$ cat src/rtl/uart_rx_line_if.sv
// uart_rx_line_if: character and line-buffer signals of uart_rx_line.
//   slave  : the receiver (drives characters, line status, read data)
//   master : the downstream line reader (drives rd_addr and line_ack)
interface uart_rx_line_if;
    logic [7:0] rx_byte;
    logic       rx_valid;
    logic       frame_err;
    logic       line_ready;
    logic [4:0] line_len;
    logic [3:0] rd_addr;
    logic [7:0] rd_data;
    logic       line_ack;
    logic       overflow;

    modport slave (
        output rx_byte, rx_valid, frame_err, line_ready, line_len, rd_data, overflow,
        input  rd_addr, line_ack
    );

    modport master (
        input  rx_byte, rx_valid, frame_err, line_ready, line_len, rd_data, overflow,
        output rd_addr, line_ack
    );
endinterface

$ cat src/rtl/uart_rx_line.sv
// uart_rx_line: 16x oversampling 8N1 UART receiver feeding a 16-byte line
// buffer. A newline completes the line, which is held until line_ack.
//   RST_clk      : system clock, rising edge
//   RST_n        : asynchronous active-low reset
//   uart_rx_data : serial line, idle high, asynchronous
//   bus (slave)  : rx_byte/rx_valid/frame_err character outputs, line_ready,
//                  line_len, overflow, rd_addr -> rd_data, line_ack
//
// state       | meaning
// S_IDLE      | line idle, waiting for a falling edge
// S_START     | counting to the middle of the start bit
// S_DATA      | sampling 8 data bits, LSB first
// S_STOP      | counting to the middle of the stop bit
// S_WAIT_HIGH | framing error seen, waiting for the line to go high
module uart_rx_line #(
    parameter int CLK_FREQ = 50_000_000,
    parameter int BAUD     = 115200
) (
    input  logic          RST_clk,
    input  logic          RST_n,
    input  logic          uart_rx_data,
    uart_rx_line_if.slave bus
);
    localparam int DIV_RAW = CLK_FREQ / (BAUD * 16);
    localparam int DIV     = (DIV_RAW < 1) ? 1 : DIV_RAW;
    localparam int DW      = (DIV > 1) ? $clog2(DIV) : 1;

    typedef enum logic [2:0] {S_IDLE, S_START, S_DATA, S_STOP, S_WAIT_HIGH} state_t;

    state_t         state_q, state_d;
    logic           rx_meta_q, rxs_q, rxs_prev_q;
    logic [DW-1:0]  div_cnt_q;
    logic           tick, fall;
    logic [3:0]     sc_q, sc_d;
    logic [2:0]     bit_q, bit_d;
    logic [7:0]     shift_q, shift_d;
    logic [7:0]     rx_byte_q, rx_byte_d;
    logic           rx_valid_q, rx_valid_d;
    logic           frame_err_q, frame_err_d;

    logic [7:0]     line_buf_q [16];
    logic [4:0]     wp_q, wp_d;
    logic [4:0]     line_len_q, line_len_d;
    logic           line_ready_q, line_ready_d;
    logic           overflow_q, overflow_d;
    logic           wr_en;
    logic [3:0]     wr_idx;

    assign tick = (div_cnt_q == DW'(DIV - 1));
    assign fall = rxs_prev_q & ~rxs_q;

    always_ff @(posedge RST_clk or negedge RST_n) begin
        if (!RST_n) begin
            rx_meta_q  <= 1'b1;
            rxs_q      <= 1'b1;
            rxs_prev_q <= 1'b1;
            div_cnt_q  <= '0;
        end else begin
            rx_meta_q  <= uart_rx_data;
            rxs_q      <= rx_meta_q;
            rxs_prev_q <= rxs_q;
            div_cnt_q  <= tick ? '0 : div_cnt_q + 1'b1;
        end
    end

    // state register (with the FSM's datapath registers)
    always_ff @(posedge RST_clk or negedge RST_n) begin
        if (!RST_n) begin
            state_q     <= S_IDLE;
            sc_q        <= 4'd0;
            bit_q       <= 3'd0;
            shift_q     <= 8'h00;
            rx_byte_q   <= 8'h00;
            rx_valid_q  <= 1'b0;
            frame_err_q <= 1'b0;
        end else begin
            state_q     <= state_d;
            sc_q        <= sc_d;
            bit_q       <= bit_d;
            shift_q     <= shift_d;
            rx_byte_q   <= rx_byte_d;
            rx_valid_q  <= rx_valid_d;
            frame_err_q <= frame_err_d;
        end
    end

    // next-state logic
    always_comb begin
        state_d = state_q;
        case (state_q)
            S_IDLE:      if (fall) state_d = S_START;
            S_START:     if (tick && sc_q == 4'd7) state_d = rxs_q ? S_IDLE : S_DATA;
            S_DATA:      if (tick && sc_q == 4'd15 && bit_q == 3'd7) state_d = S_STOP;
            S_STOP:      if (tick && sc_q == 4'd15) state_d = rxs_q ? S_IDLE : S_WAIT_HIGH;
            S_WAIT_HIGH: if (rxs_q) state_d = S_IDLE;
            default:     state_d = S_IDLE;
        endcase
    end

    // output / datapath logic
    always_comb begin
        sc_d        = sc_q;
        bit_d       = bit_q;
        shift_d     = shift_q;
        rx_byte_d   = rx_byte_q;
        rx_valid_d  = 1'b0;
        frame_err_d = 1'b0;
        case (state_q)
            S_IDLE: if (fall) sc_d = 4'd0;
            S_START: if (tick) begin
                if (sc_q == 4'd7) begin
                    sc_d  = 4'd0;
                    bit_d = 3'd0;
                end else begin
                    sc_d = sc_q + 4'd1;
                end
            end
            S_DATA: if (tick) begin
                if (sc_q == 4'd15) begin
                    shift_d = {rxs_q, shift_q[7:1]};
                    bit_d   = bit_q + 3'd1;
                end
                sc_d = sc_q + 4'd1;   // 15 wraps to 0 at each bit boundary
            end
            S_STOP: if (tick) begin
                if (sc_q == 4'd15) begin
                    if (rxs_q) begin
                        rx_byte_d  = shift_q;
                        rx_valid_d = 1'b1;
                    end else begin
                        frame_err_d = 1'b1;
                    end
                end
                sc_d = sc_q + 4'd1;
            end
            default: ;
        endcase
    end

    // Line buffer: an ack on a held line is applied before the byte arriving
    // in the same cycle, so that byte starts the fresh line.
    always_comb begin
        logic ack_eff;
        ack_eff      = bus.line_ack & line_ready_q;
        line_ready_d = ack_eff ? 1'b0 : line_ready_q;
        line_len_d   = ack_eff ? 5'd0 : line_len_q;
        wp_d         = ack_eff ? 5'd0 : wp_q;
        overflow_d   = ack_eff ? 1'b0 : overflow_q;
        wr_en        = 1'b0;
        wr_idx       = wp_d[3:0];
        if (rx_valid_q) begin
            if (line_ready_d) begin
                overflow_d = 1'b1;
            end else if (rx_byte_q == 8'h0A) begin
                line_ready_d = 1'b1;
                line_len_d   = wp_d;
            end else if (!wp_d[4]) begin
                wr_en = 1'b1;
                wp_d  = wp_d + 5'd1;
            end else begin
                overflow_d = 1'b1;
            end
        end
    end

    always_ff @(posedge RST_clk or negedge RST_n) begin
        if (!RST_n) begin
            for (int i = 0; i < 16; i++) line_buf_q[i] <= 8'h00;
            wp_q         <= 5'd0;
            line_len_q   <= 5'd0;
            line_ready_q <= 1'b0;
            overflow_q   <= 1'b0;
        end else begin
            if (wr_en) line_buf_q[wr_idx] <= rx_byte_q;
            wp_q         <= wp_d;
            line_len_q   <= line_len_d;
            line_ready_q <= line_ready_d;
            overflow_q   <= overflow_d;
        end
    end

    assign bus.rx_byte    = rx_byte_q;
    assign bus.rx_valid   = rx_valid_q;
    assign bus.frame_err  = frame_err_q;
    assign bus.line_ready = line_ready_q;
    assign bus.line_len   = line_len_q;
    assign bus.overflow   = overflow_q;
    assign bus.rd_data    = ({1'b0, bus.rd_addr} < line_len_q) ? line_buf_q[bus.rd_addr] : 8'h00;
endmodule

$ cat src/flat_wrapper.sv
// flat-port wrapper written by rule: the top's interface ports become plain ports
module uart_rx_line_flat 
#(
    parameter int CLK_FREQ = 50_000_000,
    parameter int BAUD     = 115200
)
  (RST_clk, RST_n, uart_rx_data, bus_rx_byte, bus_rx_valid, bus_frame_err, bus_line_ready, bus_line_len, bus_rd_data, bus_overflow, bus_rd_addr, bus_line_ack);
  uart_rx_line_if bus_i ();
  input  logic RST_clk;
  input  logic RST_n;
  input  logic uart_rx_data;
  output wire logic [$bits(bus_i.rx_byte)-1:0] bus_rx_byte;
  output wire logic [$bits(bus_i.rx_valid)-1:0] bus_rx_valid;
  output wire logic [$bits(bus_i.frame_err)-1:0] bus_frame_err;
  output wire logic [$bits(bus_i.line_ready)-1:0] bus_line_ready;
  output wire logic [$bits(bus_i.line_len)-1:0] bus_line_len;
  output wire logic [$bits(bus_i.rd_data)-1:0] bus_rd_data;
  output wire logic [$bits(bus_i.overflow)-1:0] bus_overflow;
  input wire logic [$bits(bus_i.rd_addr)-1:0] bus_rd_addr;
  input wire logic [$bits(bus_i.line_ack)-1:0] bus_line_ack;
  assign bus_rx_byte = bus_i.rx_byte;
  assign bus_rx_valid = bus_i.rx_valid;
  assign bus_frame_err = bus_i.frame_err;
  assign bus_line_ready = bus_i.line_ready;
  assign bus_line_len = bus_i.line_len;
  assign bus_rd_data = bus_i.rd_data;
  assign bus_overflow = bus_i.overflow;
  assign bus_i.rd_addr = bus_rd_addr;
  assign bus_i.line_ack = bus_line_ack;
  uart_rx_line #(.CLK_FREQ(CLK_FREQ), .BAUD(BAUD)) u_core (.RST_clk(RST_clk), .RST_n(RST_n), .uart_rx_data(uart_rx_data), .bus(bus_i));
endmodule
$ cat config.mk
export PLATFORM = sky130hd
export DESIGN_NAME = uart_rx_line_flat
export DESIGN_NICKNAME = d
export VERILOG_FILES = /design/src/rtl/uart_rx_line_if.sv /design/src/rtl/uart_rx_line.sv /design/src/flat_wrapper.sv
export SDC_FILE = /design/constraint.sdc
export NUM_CORES = 1
export LEC_CHECK = 0
export ABC_AREA = 1
export CORE_MARGIN = 10
export CORE_UTILIZATION = 60
export CTS_CLUSTER_DIAMETER = 120
export CTS_CLUSTER_SIZE = 28
export DETAILED_ROUTE_END_ITERATION = 10
export PLACE_DENSITY = 0.82
export SLEW_MARGIN = 10
export SYNTH_ARGS = -nofsm -noshare
export SYNTH_HDL_FRONTEND = slang
export SYNTH_SLANG_ARGS = --single-unit
$ cat constraint.sdc
create_clock -name RST_clk -period 5.1 [get_ports RST_clk]
set_input_delay 0.51 -clock RST_clk [delete_from_list [all_inputs] [get_ports RST_clk]]
set_output_delay 0.51 -clock RST_clk [all_outputs]
set_load 0.01 [all_outputs]
After elaboration in Yosys (flattened, before gate mapping)
Cells that the tools add are included.

$add $sub $neg: 4. Multiply operators: 0. Divide/modulo/power cells: 0. Magnitude comparators: 4. Equal/unequal tests: 19. Shift operators: 0. Muxes and demuxes: 56. Bitwise gates (word level): 5. Reduce and logical (&&, ||, !) cells: 13.

Operators by type and width (number): bitwise mux 128 bit (1); 2-to-1 mux 5 bit (10); binary-select mux 8 bit (select 4 bit) (1); demux 8 bit (select 4 bit) (1); 2-to-1 mux 8 bit (4); 2-to-1 mux 3 bit (10); 2-to-1 mux 1 bit (21); inequality test 2 x 1 -> 1 bit (second input constant) (10); 2-to-1 mux 4 bit (4); case mux 3 bit (5 select lines) (1); case mux 4 bit (3 select lines) (1); adder 5 x 1 -> 5 bit (second input constant) (2); >= comparator 5 bit (second input constant) (2); NOT 4 -> 5 bit (2); AND reduction 5 bit (2); == test 8 x 4 -> 1 bit (second input constant) (1); AND reduction 4 bit (2); == test 3 x 2 -> 1 bit (second input constant) (2); == test 3 bit (second input constant) (2); case mux 3 bit (2 select lines) (1); == test 5 bit (second input constant) (1); less-than comparator 4 x 5 -> 1 bit (1); less-than comparator 5 x 1 -> 1 bit (second input constant) (1); adder 4 x 1 -> 4 bit (second input constant) (1); other kinds (13) (17).

Register bits: 176. Latch bits: 0. Memory bits (writable): 0. Memory bits (read-only): 0. Bits of input ports: 8. Output and inout port bits: 25. Word-level logic and storage cells: 132. Memories: 0.

Logic depth before layout (Yosys ltp)
Depth in word-level cells: 8. Mapped depth: 10. Depth with buffers taken out: 10.

Worst setup path after synthesis
No wires, ideal clock.

Path kind: input-to-output. Start point: in bus_rd_addr[0]. End point: out bus_rd_data[6]. Arrival time: 1.502 ns. Data required time: 4.590 ns. Setup slack: 3.088 ns. Stages on the path: 9. Path buffers: 2. Cells stage by stage: inv_1 > buf_2 > buf_1 > nand2_1 > nand3_1 > nand3_1 > nand2_1 > nand2_1 > a21oi_1.

Word-level cells in the longest chain between the ends: 5. Elaborated cells on any way between the ends: 6. Those cells by class: order compare (1); mux (4); bitwise (1).

RTL lines: start: declaration (line flat_wrapper.sv:19) `input wire logic [$bits(bus_i.rd_addr)-1:0] bus_rd_addr;`; NOT 4 -> 5 bit (not written as such) (line uart_rx_line.sv:188) `assign bus.rd_data = ({1'b0, bus.rd_addr} < line_len_q) ? line_buf_q[bus.rd_addr] : 8'h00;`; binary-select mux 8 bit (select 4 bit) (line uart_rx_line.sv:188); 2-to-1 mux 8 bit (not written as such) (2 in a row) (line uart_rx_line.sv:188); 2-to-1 mux 8 bit * (line uart_rx_line.sv:188); end: declaration (line flat_wrapper.sv:17) `output wire logic [$bits(bus_i.rd_data)-1:0] bus_rd_data;`.

Mark *: on every way between the ends. The rest lies on a longest branch, timed or not. The select of a mux whose other input is x is not followed.

Final worst setup path
Start point: in bus_rd_addr[1]. End point: out bus_rd_data[6].

Same word-level chain as after synthesis.

==> run_results.csv <==
group,metric,value,unit
power,swShare,25.2,%
sta,fin_hold_ws,158,ps
power,clkPwrFrac,45.6,%
floorplan,die_h,139,µm
critical_path,crit_fanout,33,
outcome,status,"finished clean",
sta,skew,6.47,ps
clock_tree,cts_max_path_buffers,2,
grt,antenna_found_initial,0,
finish,antenna_cells,0,
critical_path,cp_cell_sequence,"clkdlybuf4s50_1 > buf_4 > ha_1 > nand4_1 > o211ai_1 > a21oi_1 > clkdlybuf4s50_1",
power,combPwrFrac,5.2,%
floorplan,ios,33,
clock_tree,cts_root_buffer,"clkbuf_16",
power,power,2.86,mW
finish,area_growth,10.1,%
power,intPower,2.14,mW
detailed_routing,routed_wirelength,20200,µm
sta,worst_pin_slew,1070,ps
clock_tree,holdBufCountCts,0,
finish,fillers,1104,
floorplan,die_w,139,µm
yosys,seq_area_frac_synth,52.3,%
critical_path,rrSetupSlack,2410,ps
clock_tree,cts_tree,"done",
sta,setup_tns,0,ps
critical_path,slowest_delay,570,ps
critical_path,reg2reg_from,"u_core.bus.rx_byte[5]",
critical_path,r2r-end,"u_core.line_buf_q[72]",
finish,final_cell_mix,"nand2_1, dfrtp_1, nand3_1",
finish,num-nets-final,1025,
placement,hpwl,12900,µm
power,cellLeakagePower,4.25,nW
finish,layout-drive-gt1-share,11.0,%
finish,layout_commonest_cell,"nand2_1",
min_path,min_path_type,"input port to async pin",
placement,io_buffers,32,
grt,grt_pass1_vias,6451,
grt,grt_max_degree,105,
floorplan,initial_utilization,61.0,%
clock_tree,htreeDepth,4,
detailed_routing,via_per_inst,5.65,
floorplan,core_area,0.0138,mm²
sta,fmax,285,MHz
placement,gp_congestion,0.956,
critical_path,critPathKind,"input port to primary output",
power,switchingPower,0.720,mW
sta,hold_violations,0,
grt,grt_pass1_wl,33900,µm
sta,finalCritPeriodShare,68.8,%
yosys,yosys_warnings,0,
clock_tree,cts_setup_buffers,0,
detailed_routing,vias,6788,
yosys,syn-num-nets,1020,
critical_path,path_common_cell,"clkdlybuf4s50_1",
yosys,syn_area_per_cell,8.40,µm²
yosys,postSynthCellCount,1004,
floorplan,dieArea,0.0192,mm²
yosys,syn_area,0.00843,mm²
sta,max_slew_margin,28.4,%
detailed_routing,wl_per_cell,16.8,µm
grt,grt_usage,21.4,%
critical_path,cp_slowest_cell,"clkdlybuf4s50_1",
detailed_routing,drtPass1Iterations,5,
grt,grt_remaining_overflow,0,
clock_tree,cts_buffers,17,
power,power.density,308,mW/mm²
power,power_frac_seq,49.2,%
critical_path,required,4590,ps
job,cap_violations,0,
critical_path,r2r_cells,7,
power,ir_drop,0.000248,V
clock_tree,clock_latency,440,ps
yosys,synth-seq-cells,176,
finish,final_area,0.00929,mm²
placement,dpl_cell_area,0.00869,mm²
sta,rsz0062_at_grt,"no",
detailed_routing,drcViolationCount,0,
clock_tree,cts.sinks,176,
critical_path,arrival,3000,ps
detailed_routing,drt-initial-drc-count,825,
finish,multi_input_area,0.00350,mm²
sta,slew_viol_final,0,
detailed_routing,ant_nets,0,
yosys,ys_types,33,
critical_path,end_kind,"primary output",
floorplan,rows,43,
critical_path,startpoint_type,"input port",
finish,seq_area,0.00441,mm²
sta,setup_viol,0,
clock_tree,cts_resized,0,
sta,period_minus_slack,3510,ps
clock_tree,path_clk_slew,70,ps
==> metrics by stage <==
stage | util (%) | instances | setup slack [ps]
after CTS | 67.2 | 1202 | 1600
after global routing | 67.2 | 1202 | 1550
after global placement | 62.8 | 1170 | 1630
after floorplan | - | 1004 | 3090
after detailed placement | 62.8 | 1170 | 1590
final | 67.2 | 1202 | 1590
==> registers in the layout, indices dropped and copies added (netlist names), 3 cells and up <==
name,count
u_core.bus.line_len,5
u_core.sc_q,4
u_core.state_q,3
u_core.wp_q,5
u_core.line_buf_q,128
u_core.div_cnt_q,5
u_core.shift_q,8
u_core.bus.rx_byte,8
u_core.bit_q,3
==> worst max-delay path: cells and delay by family <==
family          cells  cell delay [ps]
buf+inv             3             1480
compound gates      2              600
fa+ha+maj           1              300
simple gates        1               90
==> cells in the mapped netlist (all sizes together) <==
master	number	area [µm²]
inv	52	195
nor2	45	204
nor3b	1	7.51
o211ai	1	7.51
or2	1	6.26
o21ai	154	951
clkinv	1	3.75
dfstp	3	78.8
clkbuf	23	86.3
dfrtp	173	4330
nand2	358	1400
nand4	7	43.8
buf	29	243
xor2	4	35.0
o21a	2	15.0
ha	8	100
a21oi	10	50.1
nor3	4	20.0
nand3	125	631
a31oi	1	6.26
nand3b	1	7.51
a22oi	1	7.51
==> worst max path at each step <==
stage / from / end / slack, ps / cells past startpoint
floorplan: bus_rd_addr[0] / bus_rd_data[6] / 3090 / 9
global placement: bus_rd_addr[1] / bus_rd_data[6] / 1630 / 7
detailed placement: bus_rd_addr[1] / bus_rd_data[6] / 1590 / 7
CTS: bus_rd_addr[1] / bus_rd_data[6] / 1600 / 7
global route: bus_rd_addr[1] / bus_rd_data[6] / 1550 / 9
finish: bus_rd_addr[1] / bus_rd_data[6] / 1590 / 7
==> cell type report <==
cell class	instances	area share, %
Clock inverter	15	1.86
Inverter	53	2.14
Multi-Input combinational cell	723	37.6
Sequential cell	176	47.5
Tap cell	180	2.42
Clock buffer	17	4.58
Timing Repair Buffer	38	3.89
==> layer usage <==
layer	up-vias	global-route usage [%]	routed length, µm
met4	0	8.44	488
li1	3289	-	-
met2	216	33.4	9690
met1	3249	28.6	8730
met5	-	0	0
met3	34	4.55	1240
==> cell families after synthesis <==
logic type,Yosys count,synth area share (%)
AOI/OAI and AO/OA,169,12.3
DFF,176,52.3
buffers and inverters,105,6.26
and+or+nand+nor,542,27.6
xor gates and xnor gates,4,0.415
adders and majority gates,8,1.19
==> power groups by stage <==
stage / registers (mW) / clock network [mW] / logic [mW]
floorplan: 1.43 / 0 / 0.0790
global route: 1.41 / 1.38 / 0.168
detailed placement: 1.43 / 0 / 0.149
CTS: 1.41 / 1.32 / 0.150
global placement: 1.43 / 0 / 0.147
finish: 1.41 / 1.30 / 0.149
Power figures use the tool's default switching activity.
==> patch 1, RTL diff (same settings) <==
`CLK_FREQ` is set to 50_000_000 in 2 places; all go to 25_000_000.
--- a/src/rtl/uart_rx_line.sv
+++ b/src/rtl/uart_rx_line.sv
@@ -13,7 +13,7 @@
 // S_STOP      | counting to the middle of the stop bit
 // S_WAIT_HIGH | framing error seen, waiting for the line to go high
 module uart_rx_line #(
-    parameter int CLK_FREQ = 50_000_000,
+    parameter int CLK_FREQ = 25_000_000,
     parameter int BAUD     = 115200
 ) (
     input  logic          RST_clk,
--- a/src/flat_wrapper.sv
+++ b/src/flat_wrapper.sv
@@ -1,7 +1,7 @@
 // flat-port wrapper written by rule: the top's interface ports become plain ports
 module uart_rx_line_flat 
 #(
-    parameter int CLK_FREQ = 50_000_000,
+    parameter int CLK_FREQ = 25_000_000,
     parameter int BAUD     = 115200
 )
   (RST_clk, RST_n, uart_rx_data, bus_rx_byte, bus_rx_valid, bus_frame_err, bus_line_ready, bus_line_len, bus_rd_data, bus_overflow, bus_rd_addr, bus_line_ack);
Check against the original RTL: same outputs for any inputs over 10 cycles, from zero or initial values and one cycle with RST_n low; that may be too few to reach the edited logic, so the function may still have changed.
==> patch 1 against the original RTL <==
Hold slack got worse by 0.0086 ns. Synthesized area fell by 2.1%. Sequential cell count fell by 1. Core utilization rose by 2.2 points. Largest power group is now the clock network. Setup slack got worse by 0.44 ns. First-iteration DRC count rose by 4.6%. Critical path depth rose by 1. Critical endpoint unchanged. Critical path type unchanged. Non-clock buffer count rose by 1. Routed wire length rose by 4.7%. Power rose by 9.3%. Cell area fell by 0.35%.
==> patch 1: results <==
metrics = {
    "setup_path": {
        "rr_startpoint": "u_core.bus.rx_byte[0]$_DFFE_PN0P_",
        "path_max_fanout": 32,
        "r2r-end": "u_core.line_buf_q[6]$_DFFE_PN0P_",
        "worst_ep_arrival_time_ns": 3.44,
        "reg2reg_slack_ns": 2.12,
        "crit_path_start": "bus_rd_addr[1]",
    },
    "clock_tree": {
        "clk_pin_slew_worst_paths_ns": 0.06,
        "clockBufferDepth": 2,
        "worstSkewPairLatency_ns": 0.45,
        "post_cts_buffers": 0,
    },
    "global_routing": {
        "grt_max_degree": 89,
        "grt_pass1_wl_um": 35160,
        "grt_pass1_vias": 6779,
        "grtUsageTotal": 0.2364,
    },
    "sta": {
        "finClkSkew_ns": 0.01146,
        "worst_slew_pin_slew_ns": 1.047,
        "hold_slack_ns": 0.1494,
    },
    "synthesis": {
        "ys_top_cells_by_area": "dfrtp_1 (52%), nand2_1 (17%), nand3_1 (7.9%), o21ai_0 (4.8%), o21ai_1 (2.9%)",
        "syn-num-nets": 1047,
        "seq_area_frac_synth": 0.5312,
        "yosys-top-cells-count": "nand2_1 (382), dfrtp_1 (172), nand3_1 (131)",
        "ys_types": 29,
    },
    "placed_design": {
        "post_dp_cell_area_um2": 8602,
        "gp_congestion": 0.9069,
        "hpwlAfterDp_um": 13420,
    },
    "power": {
        "vdd_drop_max_mv": 0.3198,
        "p_leak_nw": 4.225,
    },
    "finish": {
        "largest_register_ffs": 128,
        "postLayoutCoreUtil": 0.6934,
        "drive_above_1_share": 0.06501,
        "fillers": 1062,
        "nets": 1053,
    },
    "drt": {
        "num_vias": 7083,
        "wire_per_inst_um": 17.27,
        "drt_iter0_drc": 863,
    },
    "status": {
        "outcome": "finished, final reports clean",
    },
}
==> patch 1: changes by cell type after synthesis, moves of 8 or more <==
cell	before	now
o21ai_0	95	79
o21ai_2	48	0
nand4_1	7	15
nand2_1	348	382
buf_6	15	1
o21ai_1	11	48
nand3_2	1	11
==> patch 1: power by group <==
group | internal [mW] | switching, mW
clock network | 0.885 | 0.565
registers | 1.41 | 0.0190
logic | 0.0721 | 0.174
==> patch 1: critical path, cell delays in order <==
cell	delay (ns)
clkdlybuf4s50_1	0.90
inv_1	0.67
nand3_1	0.26
nand3_1	0.10
nand2_1	0.08
nand2_1	0.05
a21oi_1	0.25
clkdlybuf4s50_1	0.61
==> patch 1: per-stage QoR <==
| stage | cells | setup slack [ns] |
|---|---|---|
| after floorplan | 1027 | 2.984 |
| after global placement | 1190 | 1.284 |
| after detailed placement | 1190 | 1.253 |
| after CTS | 1222 | 1.210 |
| after global routing | 1222 | 0.9214 |
| final | 1222 | 1.148 |
==> patch 1: logic make-up after synthesis <==
family,synth area share
adders and majority gates,0.01820
DFF,0.5312
and+or+nand+nor,0.3060
xor gates and xnor gates,0.004246
AOI/OAI and AO/OA,0.08416
buffers and inverters,0.05625
==> patch 1: cell type report <==
cell class | instances | share of cell area
sequential | 175 | 0.4736
clock inverter | 13 | 0.02271
inverter | 60 | 0.02433
tap | 176 | 0.02379
timing repair buffer | 39 | 0.03988
multi-input combinational | 740 | 0.3679
clock buffer | 19 | 0.04786
==> patch 1: metal layers <==
metal,global-route usage,wire length (um),up-vias
met2,0.3607,9720,310
met4,0.08489,548,0
met5,0,0,-
li1,-,-,3348
met3,0.06336,1609,53
met1,0.3184,9222,3372
==> patch 2, RTL diff (config.mk and constraints unchanged) <==
Made on the original files. One comparison of `div_cnt_q` changes from == to >=.
--- a/src/rtl/uart_rx_line.sv
+++ b/src/rtl/uart_rx_line.sv
@@ -46,7 +46,7 @@
     logic           wr_en;
     logic [3:0]     wr_idx;
 
-    assign tick = (div_cnt_q == DW'(DIV - 1));
+    assign tick = (div_cnt_q >= DW'(DIV - 1));
     assign fall = rxs_prev_q & ~rxs_q;
 
     always_ff @(posedge RST_clk or negedge RST_n) begin
Function: same outputs for any inputs over 10 cycles, from zero or initial values and one cycle with RST_n low; that may be too few to reach the edited logic, so the function may still have changed.
==> patch 2 against the original RTL <==
Critical path type unchanged. Synthesized area increased by 4.3%. Sequential cell count unchanged. Cell area increased by 4.3%. Routed wire length increased by 5.3%. Sequential share of layout area decreased by 1.9 points. Setup slack got worse by 0.32 ns. Cell count increased by 8.4%. Power increased by 7.2%. Non-clock buffer count unchanged. Largest power group unchanged.
==> patch 2: results <==
metrics = {
    "drt": {
        "wl_met1_um": 9113,
        "drt_iter0_drc": 799,
        "top_layer_used": "met4",
        "route.met3.wl_um": 1390,
        "dr.pass1.iters": 5,
        "routed_wl_um": 21220,
        "wl_met2_um": 10240,
        "drt-vias-per-instance": 5.655,
    },
    "setup_path": {
        "worst_ep_arrival_time_ns": 3.32,
        "crit_path_start": "bus_rd_addr[1]",
        "endpoint": "bus_rd_data[3]",
        "cpPeakStageDelay_ns": 0.69,
        "rr_startpoint": "u_core.bus.rx_byte[4]$_DFFE_PN0P_",
        "reg2reg_slack_ns": 2.77,
        "crit_slowest_cell": "inv_1",
        "r2r_cells": 8,
        "path_max_fanout": 28,
        "r2r-end": "u_core.line_buf_q[121]$_DFFE_PN0P_",
    },
    "finish": {
        "largest_register_ffs": 128,
        "drive_above_1_share": 0.07864,
        "diodes": 0,
        "fillers": 1187,
        "largest_register": "u_core.line_buf_q",
    },
    "clock_tree": {
        "cts-root-buf": "clkbuf_16",
        "cts_max_level": 4,
        "post_cts_buffers": 0,
        "clockBufferDepth": 2,
        "clk_pin_slew_worst_paths_ns": 0.07,
        "cts_resized": 0,
        "numCtsBuffers": 17,
        "worstSkewPairLatency_ns": 0.43,
    },
    "synthesis": {
        "seq_area_frac_synth": 0.5011,
        "ys_types": 36,
        "synthFlopType": "dfrtp_1",
        "yosys_warnings": 0,
        "yosys-top-cells-count": "nand2_1 (357), dfrtp_1 (173), o21ai_0 (122)",
        "async_flop_share": 1.000,
        "ys_top_cells_by_area": "dfrtp_1 (49%), nand2_1 (15%), o21ai_0 (6.9%), inv_1 (4.8%), nand3_1 (4.7%)",
        "syn-num-nets": 1123,
    },
    "power": {
        "p_leak_nw": 4.458,
        "vdd_drop_max_mv": 0.2911,
    },
    "global_routing": {
        "grtUsageTotal": 0.2171,
        "antenna_found_initial": 0,
        "grt_pass1_wl_um": 35460,
        "grt_pass1_vias": 6943,
        "grt_max_degree": 90,
    },
    "hold_path": {
        "worstHoldPathType": "in2async",
    },
    "sta": {
        "max_slew_margin": 0.4135,
        "finClkSkew_ns": 0.01026,
    },
    "status": {
        "outcome": "finished, final reports clean",
    },
    "placed_design": {
        "gp_congestion": 0.8927,
        "io_buffers": 32,
        "hpwlAfterDp_um": 13780,
        "post_dp_cell_area_um2": 9084,
    },
}
## patch 2: metal layers
layer | up-vias | track usage
li1 | 3525 | -
met3 | 38 | 0.04803
met5 | - | 0
met2 | 280 | 0.3440
met1 | 3526 | 0.2858
met4 | 0 | 0.07826
## patch 2: metrics by stage
stage / setup slack [ns] / power, mW / std cells / utilization / hold WS [ns]
final: 1.273 / 3.064 / 1303 / 0.6715 / 0.1555
after global routing: 1.075 / 3.176 / 1303 / 0.6715 / 0.2282
after CTS: 1.293 / 3.075 / 1303 / 0.6715 / 0.1993
after detailed placement: 1.309 / 1.758 / 1271 / 0.6298 / 0.3503
after global placement: 1.390 / 1.751 / 1271 / 0.6298 / 0.3459
after floorplan: 3.011 / 1.658 / 1103 / - / 0.2144
## patch 2: worst max-delay path, delay by kind of cell
kind          cells  cell delay, ns
buf+inv           5            2.23
simple gates      6            0.55
## patch 2: logic make-up after synthesis
group / after synthesis / synth area share
buf+inv: 172 / 0.08676
xor+xnor: 3 / 0.002987
compound gates: 205 / 0.1192
fa+ha+maj: 12 / 0.01707
flops: 176 / 0.5011
simple gates: 535 / 0.2729
## patch 2: report_power, final
part	total, mW	leakage, nW	switching, mW	internal [mW]
combinational	0.296	1.83	0.207	0.0895
sequential	1.44	2.34	0.0190	1.42
clock	1.33	0.287	0.571	0.759
total	3.06	4.46	0.797	2.27
## patch 2: cell type report
cell class | instances | area share
Clock inverter | 12 | 0.01499
Tap cell | 184 | 0.02377
Multi-Input combinational cell | 755 | 0.3744
Clock buffer | 20 | 0.04715
Sequential cell | 176 | 0.4551
Timing Repair Buffer | 38 | 0.03863
Inverter | 118 | 0.04599
